File: src/rtl/dmem_arb_pkg.sv
//==============================================================================
// dmem_arb_pkg : shared types and helpers for the data-memory arbiter
// Revision     : 1.0
//==============================================================================
`default_nettype none

package dmem_arb_pkg;

    localparam int MAX_CH  = 8;
    localparam int c_idx_w = $clog2(MAX_CH);

    typedef enum logic {
        ARB_FIXED = 1'b0,
        ARB_RR    = 1'b1
    } arb_mode_t;

    // Isolates the least-significant set bit (two's-complement trick).
    function automatic logic [MAX_CH-1:0] lowest_set(input logic [MAX_CH-1:0] v);
        return v & (~v + MAX_CH'(1));
    endfunction

    function automatic logic [c_idx_w-1:0] onehot_idx(input logic [MAX_CH-1:0] oh);
        logic [c_idx_w-1:0] idx;
        idx = '0;
        for (int i = 0; i < MAX_CH; i++) begin
            if (oh[i]) idx = c_idx_w'(i);
        end
        return idx;
    endfunction

endpackage

`default_nettype wire

File: src/rtl/dmem_arb_sel.sv
//==============================================================================
// dmem_arb_sel : one-hot grant selection (starvation override, fixed or RR)
// Revision     : 1.0
//==============================================================================
`default_nettype none

module dmem_arb_sel
    import dmem_arb_pkg::*;
#(
    parameter int NUM_CH = 3,
    parameter int PTR_W  = $clog2(NUM_CH)
)(
    input  logic [NUM_CH-1:0] valid_i,
    input  logic [PTR_W-1:0]  rr_ptr_i,
    input  arb_mode_t         mode_i,
    input  logic [NUM_CH-1:0] starve_i,
    output logic [NUM_CH-1:0] grant_o
);

    logic [NUM_CH-1:0]   w_starved;
    logic [NUM_CH-1:0]   w_rot;
    logic [NUM_CH-1:0]   w_pick;
    logic [2*NUM_CH-1:0] w_dbl;
    logic [2*NUM_CH-1:0] w_back;

    always_comb begin
        w_starved = valid_i & starve_i;
        // Round-robin: rotate so rr_ptr sits at bit 0, pick lowest, rotate back.
        w_dbl     = {valid_i, valid_i} >> rr_ptr_i;
        w_rot     = w_dbl[NUM_CH-1:0];
        w_pick    = NUM_CH'(lowest_set(MAX_CH'(w_rot)));
        w_back    = {w_pick, w_pick} << rr_ptr_i;
        if (|w_starved) begin
            grant_o = NUM_CH'(lowest_set(MAX_CH'(w_starved)));
        end else if (mode_i == ARB_RR) begin
            grant_o = w_back[2*NUM_CH-1:NUM_CH];
        end else begin
            grant_o = NUM_CH'(lowest_set(MAX_CH'(valid_i)));
        end
    end

endmodule

`default_nettype wire

File: src/rtl/dmem_arbiter_n.sv
//==============================================================================
// dmem_arbiter_n : N-channel arbiter onto a single-outstanding cache port.
// Optional starvation guard: define DMEM_ARB_STARVE_GUARD_EN. Revision 1.0
//==============================================================================
`default_nettype none

module dmem_arbiter_n
    import dmem_arb_pkg::*;
#(
    parameter int                NUM_CH       = 3,
    parameter int                ADDR_W       = 32,
    parameter int                DATA_W       = 32,
    parameter int                ARB_MODE     = 0,
    parameter logic [NUM_CH-1:0] FLUSH_MASK   = {{(NUM_CH-1){1'b0}}, 1'b1},
    parameter int                STARVE_LIMIT = 16,
    localparam int               MASK_W       = DATA_W / 8
)(
    input  logic                           clk,
    input  logic                           rst,
    input  logic                           backend_flush,
    input  logic [NUM_CH-1:0]              req_valid,
    output logic [NUM_CH-1:0]              req_ready,
    input  logic [NUM_CH-1:0][ADDR_W-1:0]  req_addr,
    input  logic [NUM_CH-1:0][MASK_W-1:0]  req_rmask,
    input  logic [NUM_CH-1:0][MASK_W-1:0]  req_wmask,
    input  logic [NUM_CH-1:0][DATA_W-1:0]  req_wdata,
    output logic [NUM_CH-1:0]              resp_valid,
    output logic [DATA_W-1:0]              resp_rdata,
    output logic [ADDR_W-1:0]              dmem_addr,
    output logic [MASK_W-1:0]              dmem_rmask,
    output logic [MASK_W-1:0]              dmem_wmask,
    output logic [DATA_W-1:0]              dmem_wdata,
    input  logic [DATA_W-1:0]              dmem_rdata,
    input  logic                           dmem_resp
);

    localparam int        c_ptr_w = $clog2(NUM_CH);
    localparam arb_mode_t c_mode  = (ARB_MODE == 1) ? ARB_RR : ARB_FIXED;

    logic               pending_q, pending_d;
    logic               flushed_q, flushed_d;
    logic [c_ptr_w-1:0] owner_q,   owner_d;
    logic [c_ptr_w-1:0] rr_ptr_q,  rr_ptr_d;

    logic               w_busy;
    logic               w_can_grant;
    logic               w_hs;
    logic [c_ptr_w-1:0] w_gnt_idx;
    logic [NUM_CH-1:0]  w_gnt;
    logic [NUM_CH-1:0]  w_starve;

    assign w_busy = pending_q & ~dmem_resp;
    // A flushed request still frees the port in its dmem_resp cycle.
    assign w_can_grant = ~rst & ~w_busy & ~(flushed_q & ~dmem_resp);

    dmem_arb_sel #(
        .NUM_CH (NUM_CH),
        .PTR_W  (c_ptr_w)
    ) u_sel (
        .valid_i  (req_valid & {NUM_CH{w_can_grant}}),
        .rr_ptr_i (rr_ptr_q),
        .mode_i   (c_mode),
        .starve_i (w_starve),
        .grant_o  (w_gnt)
    );

    assign req_ready  = w_gnt;
    assign w_hs       = |w_gnt;
    assign w_gnt_idx  = c_ptr_w'(onehot_idx(MAX_CH'(w_gnt)));

    assign dmem_addr  = req_addr[w_gnt_idx];
    assign dmem_wdata = req_wdata[w_gnt_idx];
    assign dmem_rmask = w_hs ? req_rmask[w_gnt_idx] : '0;
    assign dmem_wmask = w_hs ? req_wmask[w_gnt_idx] : '0;
    assign resp_rdata = dmem_rdata;

    always_comb begin
        resp_valid = '0;
        if (dmem_resp && pending_q && !flushed_q) begin
            resp_valid[owner_q] = 1'b1;
        end
    end

    always_comb begin
        pending_d = pending_q;
        flushed_d = flushed_q;
        owner_d   = owner_q;
        rr_ptr_d  = rr_ptr_q;
        if (w_hs) begin
            pending_d = 1'b1;
            owner_d   = w_gnt_idx;
            if (c_mode == ARB_RR) begin
                rr_ptr_d = (w_gnt_idx == c_ptr_w'(NUM_CH - 1)) ? '0 : w_gnt_idx + 1'b1;
            end
        end else if (dmem_resp) begin
            pending_d = 1'b0;
        end
        if (dmem_resp) begin
            flushed_d = 1'b0;
        end else if (backend_flush && w_busy && FLUSH_MASK[owner_q]) begin
            flushed_d = 1'b1;
        end
    end

    always_ff @(posedge clk or posedge rst) begin
        if (rst) begin
            pending_q <= 1'b0;
            flushed_q <= 1'b0;
            owner_q   <= '0;
            rr_ptr_q  <= '0;
        end else begin
            pending_q <= pending_d;
            flushed_q <= flushed_d;
            owner_q   <= owner_d;
            rr_ptr_q  <= rr_ptr_d;
        end
    end

`ifdef DMEM_ARB_STARVE_GUARD_EN
    localparam int c_cnt_w = $clog2(STARVE_LIMIT + 2);

    logic [NUM_CH-1:0][c_cnt_w-1:0] wait_q, wait_d;

    always_comb begin
        for (int i = 0; i < NUM_CH; i++) begin
            wait_d[i]   = wait_q[i];
            w_starve[i] = (wait_q[i] >= c_cnt_w'(STARVE_LIMIT));
            if (w_gnt[i]) begin
                wait_d[i] = '0;
            end else if (req_valid[i] && (wait_q[i] < c_cnt_w'(STARVE_LIMIT))) begin
                wait_d[i] = wait_q[i] + 1'b1;
            end
        end
    end

    always_ff @(posedge clk or posedge rst) begin
        if (rst) begin
            wait_q <= '0;
        end else begin
            wait_q <= wait_d;
        end
    end
`else
    assign w_starve = '0;
`endif

endmodule

`default_nettype wire

File: config.mk
export PLATFORM = sky130hd
export DESIGN_NAME = dmem_arbiter_n
export DESIGN_NICKNAME = d
export VERILOG_FILES = /design/src/rtl/dmem_arb_pkg.sv /design/src/rtl/dmem_arb_sel.sv /design/src/rtl/dmem_arbiter_n.sv
export SDC_FILE = /design/constraint.sdc
export NUM_CORES = 1
export LEC_CHECK = 0
export CORE_AREA = 2 2 141 143
export CTS_CLUSTER_SIZE = 16
export DETAILED_ROUTE_END_ITERATION = 16
export DIE_AREA = 0 0 143 145
export REMOVE_ABC_BUFFERS = 1
export SLEW_MARGIN = 20
export SYNTH_ARGS = -nofsm -noshare
export SYNTH_HDL_FRONTEND = slang
export SYNTH_HIERARCHICAL = 1
export SYNTH_SLANG_ARGS = --single-unit
File: constraint.sdc
create_clock -name clk -period 4.35 [get_ports clk]
set_clock_uncertainty 0.15 [all_clocks]
set_input_delay 1.305 -clock clk [delete_from_list [all_inputs] [get_ports clk]]
set_output_delay 1.305 -clock clk [all_outputs]
set_load 0.02 [all_outputs]
==> flow_summary.yaml <==
place:
  dp_worst_setup_slack_ns: -0.949
  finalWeightedCongestion: 0.772
  dp_hpwl_um: 10800
  placed_area_um2: 5530
  place.port_buffers: 300
finish:
  finalCoreUtilization_pct: 33.9
  antennaDiodeCount: 0
  finalNetCount: 916
  layout.filler_cells: 2024
  synthToLayoutAreaGrowth_pct: 199
  drive_gt1_share_pct: 36.9
  fin_area_um2: 6520
die:
  die-width_um: 143
  floorplan.io_pins: 365
  initial_core_util_pct: 11.3
  core.rowCount: 51
  fp.dieH_um: 145
  floorplan.core_area_um2: 19200
  die_area_um2: 20700
clocking:
  holdBufCountCts: 0
  clockRootBuffer: "clkbuf_16"
  cts_made_buffers: 3
  ctsHtreeMaxLevel: 1
  cts.reportedPaths.clkPinSlew_ns: 0.03
  worstSkewPairLatency_ns: 0.23
  cts_tree: "yes"
  clk_path_buf_depth: 2
  clock_sinks: 4
pwr:
  peakVddDrop_mv: 0.0823
  total_power_w: 0.00113
  p_leak_nw: 2.59
  cellPowerDensity_nw_per_um2: 174
grt:
  antenna_violations_before_repair: 0
  global_route.usage.met3_pct: 5.41
  grtUsageTotal_pct: 12.2
  grt_max_degree: 15
  global_route.usage.met1_pct: 14.2
  met2_usage_pct: 21.0
  grt_pass1_wl_um: 19400
  number_of_global_route_vias_before_repair: 3561
  busiest_layer: "met2"
  grt.overflow.total: 0
sta:
  final_max_slew_viol_count: 0
  unrepaired_setup_endpoints_after_global_routing: "yes"
  postLayoutSetupSlackWorst_ns: -0.0789
  achievable-frequency_ghz: 0.226
  post-route-min-period_ns: 4.43
  fin_setup_tns_ns: -1.09
  timing.final.hold_violations: 0
  setup_viol: 34
  min_period_over_period_pct: 102
route:
  num_vias: 3586
  drt-wirelength-per-cell_um: 15.7
  ant_nets: 0
  drt_iter0_drc: 52
  remaining_drc_errors: 0
  total_detailed_routing_wirelength_um: 14500
  first_pass_iters: 4
  vias_per_cell: 3.88
job:
  timing.max_cap.violations: 0
yosys:
  netlist-cell-type-count: 30
  synth_compound_gate_area_share_pct: 22.8
  synthesis.instances: 326
  synth_top_family_by_area: "multiplexers"
  netlist_top_cells_area: "mux2i_1, o21ai_1, buf_4"
  yosysMostFrequentCell: "nand2_1"
  synth-xor-area-share_pct: 0.402
  synthesis.area_per_instance_um2: 6.68
  synth.cell_area_um2: 2180
  synth_top_flop_cell: "dfrtp_1"
  yosys_warnings: 6
  synth_area_leader_cell: "mux2i_1"
  postSynth.asyncResetShare_pct: 100
  synth_commonest_cells: "nand2_1, mux2i_1, o21ai_1"
  synth.mux.area_fraction_pct: 29.4
  synth_adder_area_share_pct: 0
  synth_top_cell_area_share_pct: 29.4
  synth_seq_area_share_pct: 4.60
  simple_gate_share_of_the_synthesized_area_pct: 21.5
  synth.ff_latch_count: 4
  post_synth_edffs: 0
worst_setup_path:
  worstPathRequired_ns: 2.89
  crit_path_max_fanout: 5
  crit_type: "input pin to output pin"
  end_kind: "output pin"
  worst_setup_path_start_kind: "input pin"
  worstPathArrival_ns: 2.97
worst_hold_path:
  worst_min_delay_path_category: "flip-flop to flip-flop"
status:
  failed_checks: "setup timing"
  outcome: "complete, but fails checks"
layout by cell type (no fill, tap or decap), drive strengths merged:
cell,instances
o21ba,1
clkdlybuf4s50,220
inv,7
o221a,2
conb,19
nand4bb,1
a211oi,1
nor2,1
dlygate4sd2,5
a31oi,1
buf,138
a21o,2
nor3,4
dfrtp,4
nand3b,10
xnor2,1
nand2b,1
mux2i,64
nor3b,5
a21oi,22
clkbuf,9
a22oi,1
nand2,67
o21ai,65
nor2b,8
per-stage QoR:
| stage | cells | hold WS, ns |
|---|---|---|
| after floorplan | 286 | 0.345 |
| after global placement | 886 | 0.375 |
| after detailed placement | 886 | 0.372 |
| after CTS | 913 | 0.388 |
| after global routing | 924 | 0.415 |
| final | 924 | 0.387 |
path summary, 6_finish.rpt:
| kind | from | to | slack [ns] | cells past startpoint |
|---|---|---|---|---|
| max in group asynchronous | rst | owner_q[1] | 2.99 | 2 |
| setup / recovery | dmem_resp | dmem_wdata[28] | -0.08 | 13 |
| min in group asynchronous | rst | flushed_q | 0.89 | 2 |
| hold / removal | flushed_q | flushed_q | 0.39 | 2 |
| hold reg to reg | flushed_q | flushed_q | 0.39 | 2 |
| setup reg to reg | pending_q | pending_q | 1.96 | 12 |
power by group:
| group | leakage [nW] | switching [W] | internal [W] |
|---|---|---|---|
| registers | 0.0499 | 0.00000909 | 0.0000453 |
| logic | 2.50 | 0.000394 | 0.000538 |
| clock network | 0.0370 | 0.0000281 | 0.000118 |
worst max-delay path: stages:
cell	delay, ns
buf_6	0.09
o21ba_4	0.24
nor3b_2	0.05
buf_4	0.13
a21o_1	0.17
a21oi_4	0.16
buf_8	0.17
buf_12	0.11
clkbuf_16	0.14
buf_8	0.11
nand2_1	0.04
o21ai_1	0.08
buf_4	0.16
what timing repair did:
item / 4_1_cts / 5_1_grt
cloned: 7 / 6
pin swaps: 11 / 18
setup buffers: 17 / 13
resized for setup: 388 / 169
setup endpoints to repair: 75 / 72
state kept, by name, summed over array words and instances (netlist names):
name	cells
owner_q	2
flushed_q	1
pending_q	1
final cells by class:
cell class	count	area, µm²	share of cell area [%]
sequential	4	100	1.54
tap	265	332	5.09
multi-input combinational	276	2120	32.6
clock buffer	3	75.1	1.15
timing repair buffer	369	3860	59.3
inverter	7	26.3	0.403
routing by layer:
layer	routed length (µm)	share of wire, %
met5	0	0
met4	175	1.2
met3	1520	10
met2	7180	49
met1	5650	39
cell families (layout without fill, tap and decap cells):
group | Yosys count | in the layout
xor gates and xnor gates | 1 | 1
muxes | 64 | 64
DFF | 4 | 4
buffers and inverters | 65 | 379
and+or+nand+nor | 97 | 97
other | 1 | 19
AOI/OAI and AO/OA | 94 | 95
Power figures use the tool's default switching activity.
